**src/rtl/game_pkg.sv**
```systemverilog
// game_pkg: shared definitions for the jetpack runner.
//   game_state_e : round phase encoding, shared with barry/obstacle/animator
//   bcd_digit_t  : one BCD score digit
//   DEF_*        : default timing constants for a 50 MHz clk
`timescale 1ns/1ps
package game_pkg;

  typedef enum logic [2:0] {
    ST_IDLE      = 3'd0,
    ST_COUNTDOWN = 3'd1,
    ST_PLAY      = 3'd2,
    ST_CRASH     = 3'd3,
    ST_OVER      = 3'd4
  } game_state_e;

  typedef logic [3:0] bcd_digit_t;

  localparam int unsigned DEF_BASE_PERIOD  = 833_333;  // 60 Hz at 50 MHz
  localparam int unsigned DEF_PERIOD_STEP  = 41_666;
  localparam int unsigned DEF_MIN_PERIOD   = 416_666;
  localparam int unsigned DEF_LEVEL_PTS    = 10;
  localparam int unsigned DEF_MAX_LEVEL    = 15;
  localparam int unsigned DEF_COUNT_FRAMES = 90;
  localparam int unsigned DEF_CRASH_FRAMES = 30;

endpackage

```
**src/rtl/game_sequencer_bcd_counter4.sv**
```systemverilog
// bcd_counter4: four-digit BCD score counter that saturates at 9999.
//   clk, reset_n : clock, synchronous active-low reset
//   clr_i        : clear to 0000 (wins over inc_i)
//   inc_i        : add one point
//   digits_o     : registered digits, digit 0 in [3:0]
//   sat_o        : counter is at 9999, further increments are dropped
`timescale 1ns/1ps
module bcd_counter4
  import game_pkg::*;
(
  input  logic        clk,
  input  logic        reset_n,
  input  logic        clr_i,
  input  logic        inc_i,
  output logic [15:0] digits_o,
  output logic        sat_o
);

  bcd_digit_t [3:0] dig_q;
  bcd_digit_t [3:0] dig_d;
  logic             sat;
  logic             carry;

  assign sat = (dig_q == 16'h9999);

  // Ripple increment: a digit rolls 9->0 and passes the carry up.
  always_comb begin
    dig_d = dig_q;
    carry = inc_i & ~sat;
    for (int i = 0; i < 4; i++) begin
      if (carry) begin
        if (dig_q[i] == 4'd9) begin
          dig_d[i] = 4'd0;
        end else begin
          dig_d[i] = dig_q[i] + 4'd1;
          carry    = 1'b0;
        end
      end
    end
    if (clr_i) dig_d = '0;
  end

  always_ff @(posedge clk) begin
    if (!reset_n) dig_q <= '0;
    else          dig_q <= dig_d;
  end

  assign digits_o = dig_q;
  assign sat_o    = sat;

endmodule

```
**src/rtl/game_sequencer.sv**
```systemverilog
// game_sequencer: round controller for the jetpack runner.
//   clk, reset_n   : clock, synchronous active-low reset
//   start          : player button level, rising edges only
//   collide        : Barry overlaps an obstacle (level)
//   obs_passed     : one-cycle pulse, an obstacle scrolled past
//   frame_tick     : one-cycle motion step pulse (all states but IDLE)
//   run            : high in PLAY only
//   game_over      : high in OVER
//   state          : current game_state_e encoding
//   score_bcd      : four BCD digits
//   level          : difficulty level, shortens the frame period
//
// state        | meaning
// -------------+---------------------------------------------------
// ST_IDLE      | waiting for first start press, frame timer held
// ST_COUNTDOWN | round cleared, COUNT_FRAMES ticks before play
// ST_PLAY      | motion runs, obstacles score, collision ends play
// ST_CRASH     | crash animation for CRASH_FRAMES ticks
// ST_OVER      | final score shown, start press begins a new round
`timescale 1ns/1ps
module game_sequencer
  import game_pkg::*;
#(
  parameter int unsigned BASE_PERIOD  = DEF_BASE_PERIOD,
  parameter int unsigned PERIOD_STEP  = DEF_PERIOD_STEP,
  parameter int unsigned MIN_PERIOD   = DEF_MIN_PERIOD,
  parameter int unsigned LEVEL_PTS    = DEF_LEVEL_PTS,
  parameter int unsigned MAX_LEVEL    = DEF_MAX_LEVEL,
  parameter int unsigned COUNT_FRAMES = DEF_COUNT_FRAMES,
  parameter int unsigned CRASH_FRAMES = DEF_CRASH_FRAMES
) (
  input  logic        clk,
  input  logic        reset_n,
  input  logic        start,
  input  logic        collide,
  input  logic        obs_passed,
  output logic        frame_tick,
  output logic        run,
  output logic        game_over,
  output logic [2:0]  state,
  output logic [15:0] score_bcd,
  output logic [3:0]  level
);

  // Frame period for a level; the reduction is compared against the
  // headroom before subtracting so the result can never wrap.
  function automatic logic [31:0] period_for(input logic [3:0] lvl);
    logic [31:0] red;
    red = 32'(lvl) * PERIOD_STEP;
    if (red + MIN_PERIOD >= BASE_PERIOD) return MIN_PERIOD;
    else                                 return BASE_PERIOD - red;
  endfunction

  game_state_e state_q;
  logic        start_q;
  logic [31:0] tick_cnt_q;
  logic        frame_tick_q;
  logic [31:0] frames_left_q;
  logic [31:0] pts_left_q;
  logic [3:0]  level_q;
  logic        run_q;
  logic        game_over_q;

  logic        start_rise;
  logic        round_start;
  logic        score_inc;
  logic        score_sat;
  logic [31:0] reload_val;

  assign start_rise  = start & ~start_q;
  assign round_start = start_rise & ((state_q == ST_IDLE) | (state_q == ST_OVER));
  // A collision in the same cycle takes priority over the point.
  assign score_inc   = (state_q == ST_PLAY) & obs_passed & ~collide;
  // Level follows the value the timer will reload with at its next zero.
  assign reload_val  = period_for(level_q) - 32'd1;

  bcd_counter4 u_score (
    .clk      (clk),
    .reset_n  (reset_n),
    .clr_i    (round_start),
    .inc_i    (score_inc),
    .digits_o (score_bcd),
    .sat_o    (score_sat)
  );

  always_ff @(posedge clk) begin
    if (!reset_n) begin
      state_q       <= ST_IDLE;
      start_q       <= 1'b0;
      tick_cnt_q    <= BASE_PERIOD - 32'd1;
      frame_tick_q  <= 1'b0;
      frames_left_q <= '0;
      pts_left_q    <= LEVEL_PTS - 32'd1;
      level_q       <= '0;
      run_q         <= 1'b0;
      game_over_q   <= 1'b0;
    end else begin
      start_q <= start;

      // Frame timer: down-counter, tick on terminal count.
      if (state_q == ST_IDLE) begin
        tick_cnt_q   <= reload_val;
        frame_tick_q <= 1'b0;
      end else if (tick_cnt_q == '0) begin
        tick_cnt_q   <= reload_val;
        frame_tick_q <= 1'b1;
      end else begin
        tick_cnt_q   <= tick_cnt_q - 32'd1;
        frame_tick_q <= 1'b0;
      end

      // Points-in-level down-counter; no level change once score is pinned.
      if (score_inc && !score_sat) begin
        if (pts_left_q == '0) begin
          pts_left_q <= LEVEL_PTS - 32'd1;
          if (level_q != 4'(MAX_LEVEL)) level_q <= level_q + 4'd1;
        end else begin
          pts_left_q <= pts_left_q - 32'd1;
        end
      end

      case (state_q)
        ST_IDLE, ST_OVER: begin
          if (start_rise) begin
            state_q       <= ST_COUNTDOWN;
            // Restart the frame timer so the first tick lands a full
            // level-0 period after entry.
            tick_cnt_q    <= BASE_PERIOD - 32'd1;
            frame_tick_q  <= 1'b0;
            frames_left_q <= COUNT_FRAMES - 32'd1;
            pts_left_q    <= LEVEL_PTS - 32'd1;
            level_q       <= '0;
            game_over_q   <= 1'b0;
          end
        end
        ST_COUNTDOWN: begin
          if (frame_tick_q) begin
            if (frames_left_q == '0) begin
              state_q <= ST_PLAY;
              run_q   <= 1'b1;
            end else begin
              frames_left_q <= frames_left_q - 32'd1;
            end
          end
        end
        ST_PLAY: begin
          if (collide) begin
            state_q       <= ST_CRASH;
            run_q         <= 1'b0;
            frames_left_q <= CRASH_FRAMES - 32'd1;
          end
        end
        ST_CRASH: begin
          if (frame_tick_q) begin
            if (frames_left_q == '0) begin
              state_q     <= ST_OVER;
              game_over_q <= 1'b1;
            end else begin
              frames_left_q <= frames_left_q - 32'd1;
            end
          end
        end
        default: begin
          state_q     <= ST_IDLE;
          run_q       <= 1'b0;
          game_over_q <= 1'b0;
        end
      endcase
    end
  end

  assign frame_tick = frame_tick_q;
  assign run        = run_q;
  assign game_over  = game_over_q;
  assign state      = state_q;
  assign level      = level_q;

endmodule

```
**config.mk**
```make
export PLATFORM = sky130hd
export DESIGN_NAME = game_sequencer
export DESIGN_NICKNAME = d
export VERILOG_FILES = /design/src/rtl/game_pkg.sv /design/src/rtl/game_sequencer_bcd_counter4.sv /design/src/rtl/game_sequencer.sv
export SDC_FILE = /design/constraint.sdc
export NUM_CORES = 1
export LEC_CHECK = 0
export ABC_AREA = 0
export CAP_MARGIN = 20
export CORE_ASPECT_RATIO = 1.1
export CORE_UTILIZATION = 45
export CTS_CLUSTER_DIAMETER = 150
export DETAILED_ROUTE_END_ITERATION = 16
export GPL_TIMING_DRIVEN = 0
export PLACE_DENSITY = 0.74
export SYNTH_ARGS = -nofsm -noshare
export SYNTH_HDL_FRONTEND = slang
export SYNTH_HIERARCHICAL = 1
export SYNTH_SLANG_ARGS = --single-unit
```
**constraint.sdc**
```tcl
create_clock -name clk -period 5.25 [get_ports clk]
set_clock_uncertainty 0.1 [all_clocks]
set_input_delay 0.7875 -clock clk [delete_from_list [all_inputs] [get_ports clk]]
set_output_delay 0.7875 -clock clk [all_outputs]
set_load 0.01 [all_outputs]
```
==> results.json, run 1 <==
{
  "status": "finished clean",
  "synth_area_leader_cell": "dfxtp_1",
  "slew_viol_final": 0,
  "drtPass1Iterations": 6,
  "fin_crit_sh_pct": 84.8,
  "fmax_ghz": 0.225,
  "dieArea_sq_um": 15800,
  "post_cts_resized": 0,
  "cts_setup_buffers": 0,
  "synth_top_cell_area_share_pct": 35.7,
  "grt_pass1_wl_um": 25400,
  "place.detailed.hpwl_um": 10400,
  "wl_per_cell_um": 13.9,
  "netlist_area_sq_um": 6900,
  "hold_viol": 0,
  "initial_core_util_pct": 46.0,
  "rr_endpoint": "tick_cnt_q[13]$_SDFF_PN1_",
  "core-area_sq_um": 15000,
  "synth.avg_cell_area_sq_um": 8.52,
  "grt-ovfl-total": 0,
  "globalplace.congestion": 0.835,
  "dp_slack_ns": 0.844,
  "clk_pin_slew_ns": 0.06,
  "routed_wl_um": 14900,
  "fin_tns_setup_ns": 0,
  "cts_hold_buf": 0,
  "n_antenna_cell": 0,
  "ys_types": 86,
  "cp-end-kind": "register",
  "peakVddDrop_uv": 193,
  "cts_buffer_depth": 2,
  "synth_flop_cell": "dfxtp_1",
  "vias": 5940,
  "min_to": "frames_left_q[30]$_SDFFE_PN0P_",
  "relSlewSlack_pct": 43.4,
  "design_area_sq_um": 8000,
  "cts_tree": "done",
  "synth-seq-cells": 123,
  "placed_area_sq_um": 7440,
  "syn_nets": 840,
  "required_ns": 5.41,
  "layout_min_cycle_time_ns": 4.45,
  "ctsHtreeMaxLevel": 4,
  "antenna_found_initial": 0,
  "seq_area_frac_synth_pct": 35.7,
  "hold_class": "register to register",
  "powerDensity_nw_per_um2": 291,
  "tightestPinTransition_ns": 0.842,
  "worst_slack_ns": 0.796,
  "min-delay-start": "frames_left_q[30]$_SDFFE_PN0P_",
  "setup_viol": 0,
  "r2r-start": "level[2]$_SDFF_PN0_",
  "arrival_ns": 4.62,
  "grt_pass1_vias": 5555,
  "synth.area.top_cells": "dfxtp_1, xnor2_1, nor2_1, ha_1, xor2_1",
  "grt_usage_pct": 19.6,
  "ant_nets": 0,
  "area_growth_pct": 16.0,
  "pin_count": 31,
  "reg2reg_setup_slack_ns": 0.80,
  "core.rowCount": 47,
  "rsz0062_at_grt": "false",
  "ff2ff_path_depth": 12,
  "worstSetupStartpointType": "register",
  "synth_warnings": 6,
  "leakage_nw": 2.89,
  "worstHoldPathCells": 2,
  "syn_inst": 810,
  "viasPerCell": 5.57,
  "port_buffers": 30,
  "final_common_cell": "nor2_1",
  "synth_edf_count": 0,
  "cts.sinks": 123,
  "drive_gt1_share_pct": 8.61,
  "nNetsFinal": 889,
  "cts_buffers": 17,
  "nFillCells": 1368,
  "crit_start": "level[2]$_SDFF_PN0_",
  "final_cell_mix": "nor2_1, dfxtp_1, xnor2_1, nand2_1, xor2_1",
  "max_cap_violations": 0,
  "crit_type": "register to register",
  "synth-async-reset-ratio_pct": 0,
  "grt_start_max_net_pins": 17,
  "initialDrtViolationCount": 362,
  "clockRootBuffer": "clkbuf_16",
  "remaining_drc_errors": 0,
  "fp.dieW_um": 120,
  "dieHeight_um": 132,
  "cp_max_fo": 10,
  "clk_latency_ns": 0.42
}
worst max-delay path, stage by stage, from the launching register on:
cell and delay [ns]:
dfxtp_1 0.56, inv_1 0.19, ha_1 0.35, fa_1 0.40, ha_1 0.27, buf_2 0.17
a311oi_1 0.48, o21ai_0 0.18, a21oi_1 0.30, xor2_1 0.20, o2111a_1 0.28, nor2_1 0.59
o221ai_1 0.22
report_power, final:
part           leakage (nW)  internal [mW]  switching, mW
Clock                 0.272          0.694          0.406
Combinational          1.63         0.0926          0.155
Sequential            0.995          0.958         0.0226
state kept, by name, indices dropped and copies added, names as in the netlist:
name / flops
frame_tick: 1
tick_cnt_q: 32
frames_left_q: 32
run: 1
u_score/digits_o: 16
level: 4
pts_left_q: 32
start_q: 1
state: 3
game_over: 1
through the flow:
step / hold WS, ns / util, % / std cells / total power, mW
final: 0.391 / 53.4 / 1067 / 2.33
after global routing: 0.424 / 53.4 / 1067 / 2.42
after CTS: 0.391 / 53.4 / 1067 / 2.35
after detailed placement: 0.383 / 49.6 / 1036 / 1.24
after global placement: 0.371 / 49.6 / 1036 / 1.24
after floorplan: 0.358 / - / 810 / 1.18
cells in the mapped netlist, types with 3 or more instances:
| cell type | n |
|---|---|
| or3_1 | 9 |
| nand2_1 | 47 |
| a32oi_1 | 5 |
| nor4_1 | 30 |
| nor2b_1 | 8 |
| nand4b_1 | 5 |
| o31a_1 | 3 |
| nor3b_1 | 4 |
| buf_2 | 11 |
| a221oi_1 | 5 |
| or2_2 | 6 |
| inv_1 | 26 |
| and3_1 | 12 |
| dfxtp_1 | 123 |
| nand4_1 | 10 |
| o221ai_1 | 6 |
| xor2_1 | 34 |
| or4_1 | 16 |
| a211oi_1 | 3 |
| clkbuf_1 | 16 |
| o211ai_1 | 4 |
| o31ai_1 | 4 |
| nor2_1 | 124 |
| o21ai_0 | 19 |
| and2_1 | 6 |
| a31oi_1 | 5 |
| a31o_2 | 4 |
| nand3_1 | 18 |
| o32ai_1 | 3 |
| nand3b_1 | 4 |
| nor3_1 | 32 |
| a21oi_1 | 32 |
| xnor2_1 | 72 |
| ha_1 | 24 |
| and3b_1 | 3 |
| nand2b_1 | 11 |
area by class of cell:
| cell class | instances | area [sq um] | share of cell area (%) |
|---|---|---|---|
| buffer | 30 | 131 | 1.64 |
| clock buffer | 24 | 492 | 6.15 |
| clock inverter | 7 | 65.1 | 0.813 |
| inverter | 26 | 97.6 | 1.22 |
| multi-input combinational | 631 | 4210 | 52.6 |
| sequential | 123 | 2460 | 30.8 |
| tap | 196 | 245 | 3.06 |
| timing repair buffer | 30 | 300 | 3.75 |
how the worst max path moves through the flow:
stage	end	slack, ns
detailed placement	tick_cnt_q[19]$_SDFF_PN1_	0.84
finish	tick_cnt_q[13]$_SDFF_PN1_	0.80
global placement	tick_cnt_q[19]$_SDFF_PN1_	0.88
CTS	tick_cnt_q[13]$_SDFF_PN1_	0.83
global route	tick_cnt_q[19]$_SDFF_PN1_	0.57
floorplan	tick_cnt_q[3]$_SDFF_PN0_	1.38
metal layers:
layer,up-vias,GRT usage [%],part of all wire [%]
met1,2763,25.1,47
met3,21,3.98,4.3
met2,138,31.9,47
li1,3018,-,-
met5,-,0,0
met4,0,8.06,1.5
kinds of logic (layout without fill, tap and decap cells):
kind of cell,count (synthesis),in the layout,synth area share [%]
AND/OR/NAND/NOR,369,369,28.8
AO/OA/AOI/OAI,129,129,13.8
flip-flops,123,123,35.7
XOR/XNOR,106,106,13.5
buffers and inverters,56,117,3.32
adder cells (fa/ha/maj),25,25,4.64
multiplexers,2,2,0.290
Note: power is estimated with default switching activity, not from simulation.
==> run 2: changes to the inputs <==
- clock period: 5.25 -> 4.3 ns (I/O delays scaled with it)
==> run 2 against run 1 <==
Final area is 0.20% higher. Global-route usage stayed put. Clock power is 22% higher. Critical path depth is 1 higher. Utilization is 0.11 points higher. Die area stayed put. Worst setup slack worse by 0.61 ns. Sequential power is 22% higher. Combinational power is 23% higher. First-iteration DRC count is 4.7% lower. Wire length is 0.73% higher. Critical endpoint is now tick_cnt_q[7]$_SDFF_PN0_. Highest routed layer unchanged.
==> results.json, run 2 (same netlist as run 1, synthesis figures left out) <==
{
  "place.detailed.hpwl_um": 10400,
  "layout_min_cycle_time_ns": 4.12,
  "relSlewSlack_pct": 42.7,
  "grt_use_met2_pct": 31.9,
  "globalplace.congestion": 0.835,
  "cts_hold_buf": 0,
  "cp_max_fo": 9,
  "core.rowCount": 47,
  "rsz0062_at_grt": "false",
  "placed_area_sq_um": 7440,
  "fmax_ghz": 0.243,
  "cts_buffer_depth": 2,
  "wl_per_cell_um": 14.0,
  "initial_core_util_pct": 46.0,
  "drtPass1Iterations": 5,
  "remaining_drc_errors": 0,
  "arrival_ns": 4.33,
  "grt_use_met1_pct": 25.1,
  "nNetsFinal": 889,
  "tightestPinTransition_ns": 0.853,
  "max_cap_violations": 0,
  "hold_viol": 0,
  "area_growth_pct": 16.2,
  "final_common_cell": "nor2_1",
  "port_buffers": 30,
  "grt-ovfl-total": 0,
  "crit_type": "register to register",
  "cts_tree": "done",
  "reg2reg_setup_slack_ns": 0.18,
  "hold_class": "register to register",
  "cts_buffers": 17,
  "status": "finished clean",
  "drive_gt1_share_pct": 9.18,
  "dieArea_sq_um": 15800,
  "worstHoldPathCells": 2,
  "pin_count": 31,
  "core-area_sq_um": 15000,
  "n_antenna_cell": 0,
  "fp.dieW_um": 120,
  "powerDensity_nw_per_um2": 355,
  "clockRootBuffer": "clkbuf_16",
  "top_usage_layer": "met2",
  "dieHeight_um": 132,
  "rr_endpoint": "tick_cnt_q[7]$_SDFF_PN0_",
  "grt_use_met3_pct": 3.98,
  "leakage_nw": 2.90,
  "setup_viol": 0,
  "initialDrtViolationCount": 345,
  "final_cell_mix": "nor2_1, dfxtp_1, xnor2_1, nand2_1, xor2_1",
  "r2r-start": "level[2]$_SDFF_PN0_",
  "cts.sinks": 123,
  "clk_latency_ns": 0.42,
  "fin_cells": 1067,
  "grt_pass1_vias": 5555,
  "antenna_found_initial": 0,
  "min-delay-start": "frames_left_q[30]$_SDFFE_PN0P_",
  "routed_wl_um": 15000,
  "top_regs": "frames_left_q x32, pts_left_q x32, tick_cnt_q x32",
  "min_to": "frames_left_q[30]$_SDFFE_PN0P_",
  "vias": 5922,
  "design_area_sq_um": 8020,
  "required_ns": 4.51,
  "cp-end-kind": "register",
  "grt_pass1_wl_um": 25400,
  "post_cts_resized": 2,
  "worstSetupStartpointType": "register",
  "ctsHtreeMaxLevel": 4,
  "ff2ff_path_depth": 13,
  "clk_pin_slew_ns": 0.06,
  "ant_nets": 0,
  "peakVddDrop_uv": 236,
  "viasPerCell": 5.55,
  "cts_setup_buffers": 0,
  "dp.cells": 1036,
  "grt_start_max_net_pins": 17,
  "grt_usage_pct": 19.6,
  "fin_crit_sh_pct": 95.7,
  "slew_viol_final": 0
}
[run 2: cell counts in the layout (fill, tap and decap cells not counted)]
Identical to the previous run, type by type.
[run 2: routing by layer]
layer | part of all wire, % | vias to the layer above | routed length, um
li1 | - | 3014 | -
met1 | 48 | 2767 | 7130
met2 | 47 | 120 | 7030
met3 | 3.8 | 21 | 573
met4 | 1.5 | 0 | 231
met5 | 0 | - | 0
[run 2: cell type report]
type	instances	area [sq um]
Sequential cell	123	2460
Buffer	30	131
Tap cell	196	245
Inverter	26	97.6
Clock buffer	24	492
Multi-Input combinational cell	631	4220
Fill cell	1366	6980
Clock inverter	7	65.1
Timing Repair Buffer	30	300
[run 2: power breakdown]
| part | internal (mW) | switching, mW |
|---|---|---|
| Combinational | 0.113 | 0.190 |
| Sequential | 1.17 | 0.0276 |
| Clock | 0.847 | 0.495 |
[run 2: worst max-delay path by stage]
stage	start	to	slack [ns]	cells past startpoint
3_5_place_dp	level[2]$_SDFF_PN0_	tick_cnt_q[19]$_SDFF_PN1_	-0.11	12
6_report	level[2]$_SDFF_PN0_	tick_cnt_q[7]$_SDFF_PN0_	0.18	13
5_1_grt	level[2]$_SDFF_PN0_	tick_cnt_q[14]$_SDFF_PN0_	0.03	13
2_1_floorplan	level[2]$_SDFF_PN0_	tick_cnt_q[3]$_SDFF_PN0_	0.43	13
3_3_place_gp	level[2]$_SDFF_PN0_	tick_cnt_q[19]$_SDFF_PN1_	-0.07	12
4_1_cts	level[3]$_SDFF_PN0_	tick_cnt_q[7]$_SDFF_PN0_	0.04	13
[run 2: stage by stage]
stage / total power, mW / hold slack (ns) / setup TNS [ns] / setup WS, ns / util [%]
after floorplan: 1.45 / 0.358 / 0 / 0.435 / -
after global placement: 1.51 / 0.371 / -0.275 / -0.0667 / 49.6
after detailed placement: 1.52 / 0.383 / -0.516 / -0.106 / 49.6
after global routing: 2.96 / 0.424 / 0 / 0.0277 / 53.5
final: 2.84 / 0.391 / 0 / 0.184 / 53.5
after CTS: 2.87 / 0.391 / 0 / 0.0426 / 53.4
[run 2: worst max-delay path: stages, from the launching register on]
cell and delay [ns]:
dfxtp_2 0.45, inv_1 0.15, ha_1 0.34, fa_1 0.40, ha_1 0.27, buf_2 0.18
a311oi_2 0.37, o21ai_0 0.17, a21oi_1 0.31, xor2_1 0.21, o2111a_1 0.29, or2_2 0.27
buf_2 0.18, a221oi_1 0.31
==> run 3: changes to the inputs <==
- CAP_MARGIN: 20 -> 10
- TNS_END_PERCENT: not set -> 5
==> results of run 3 <==
No change in the layout: final DEF, timing and power equal those of run 2.
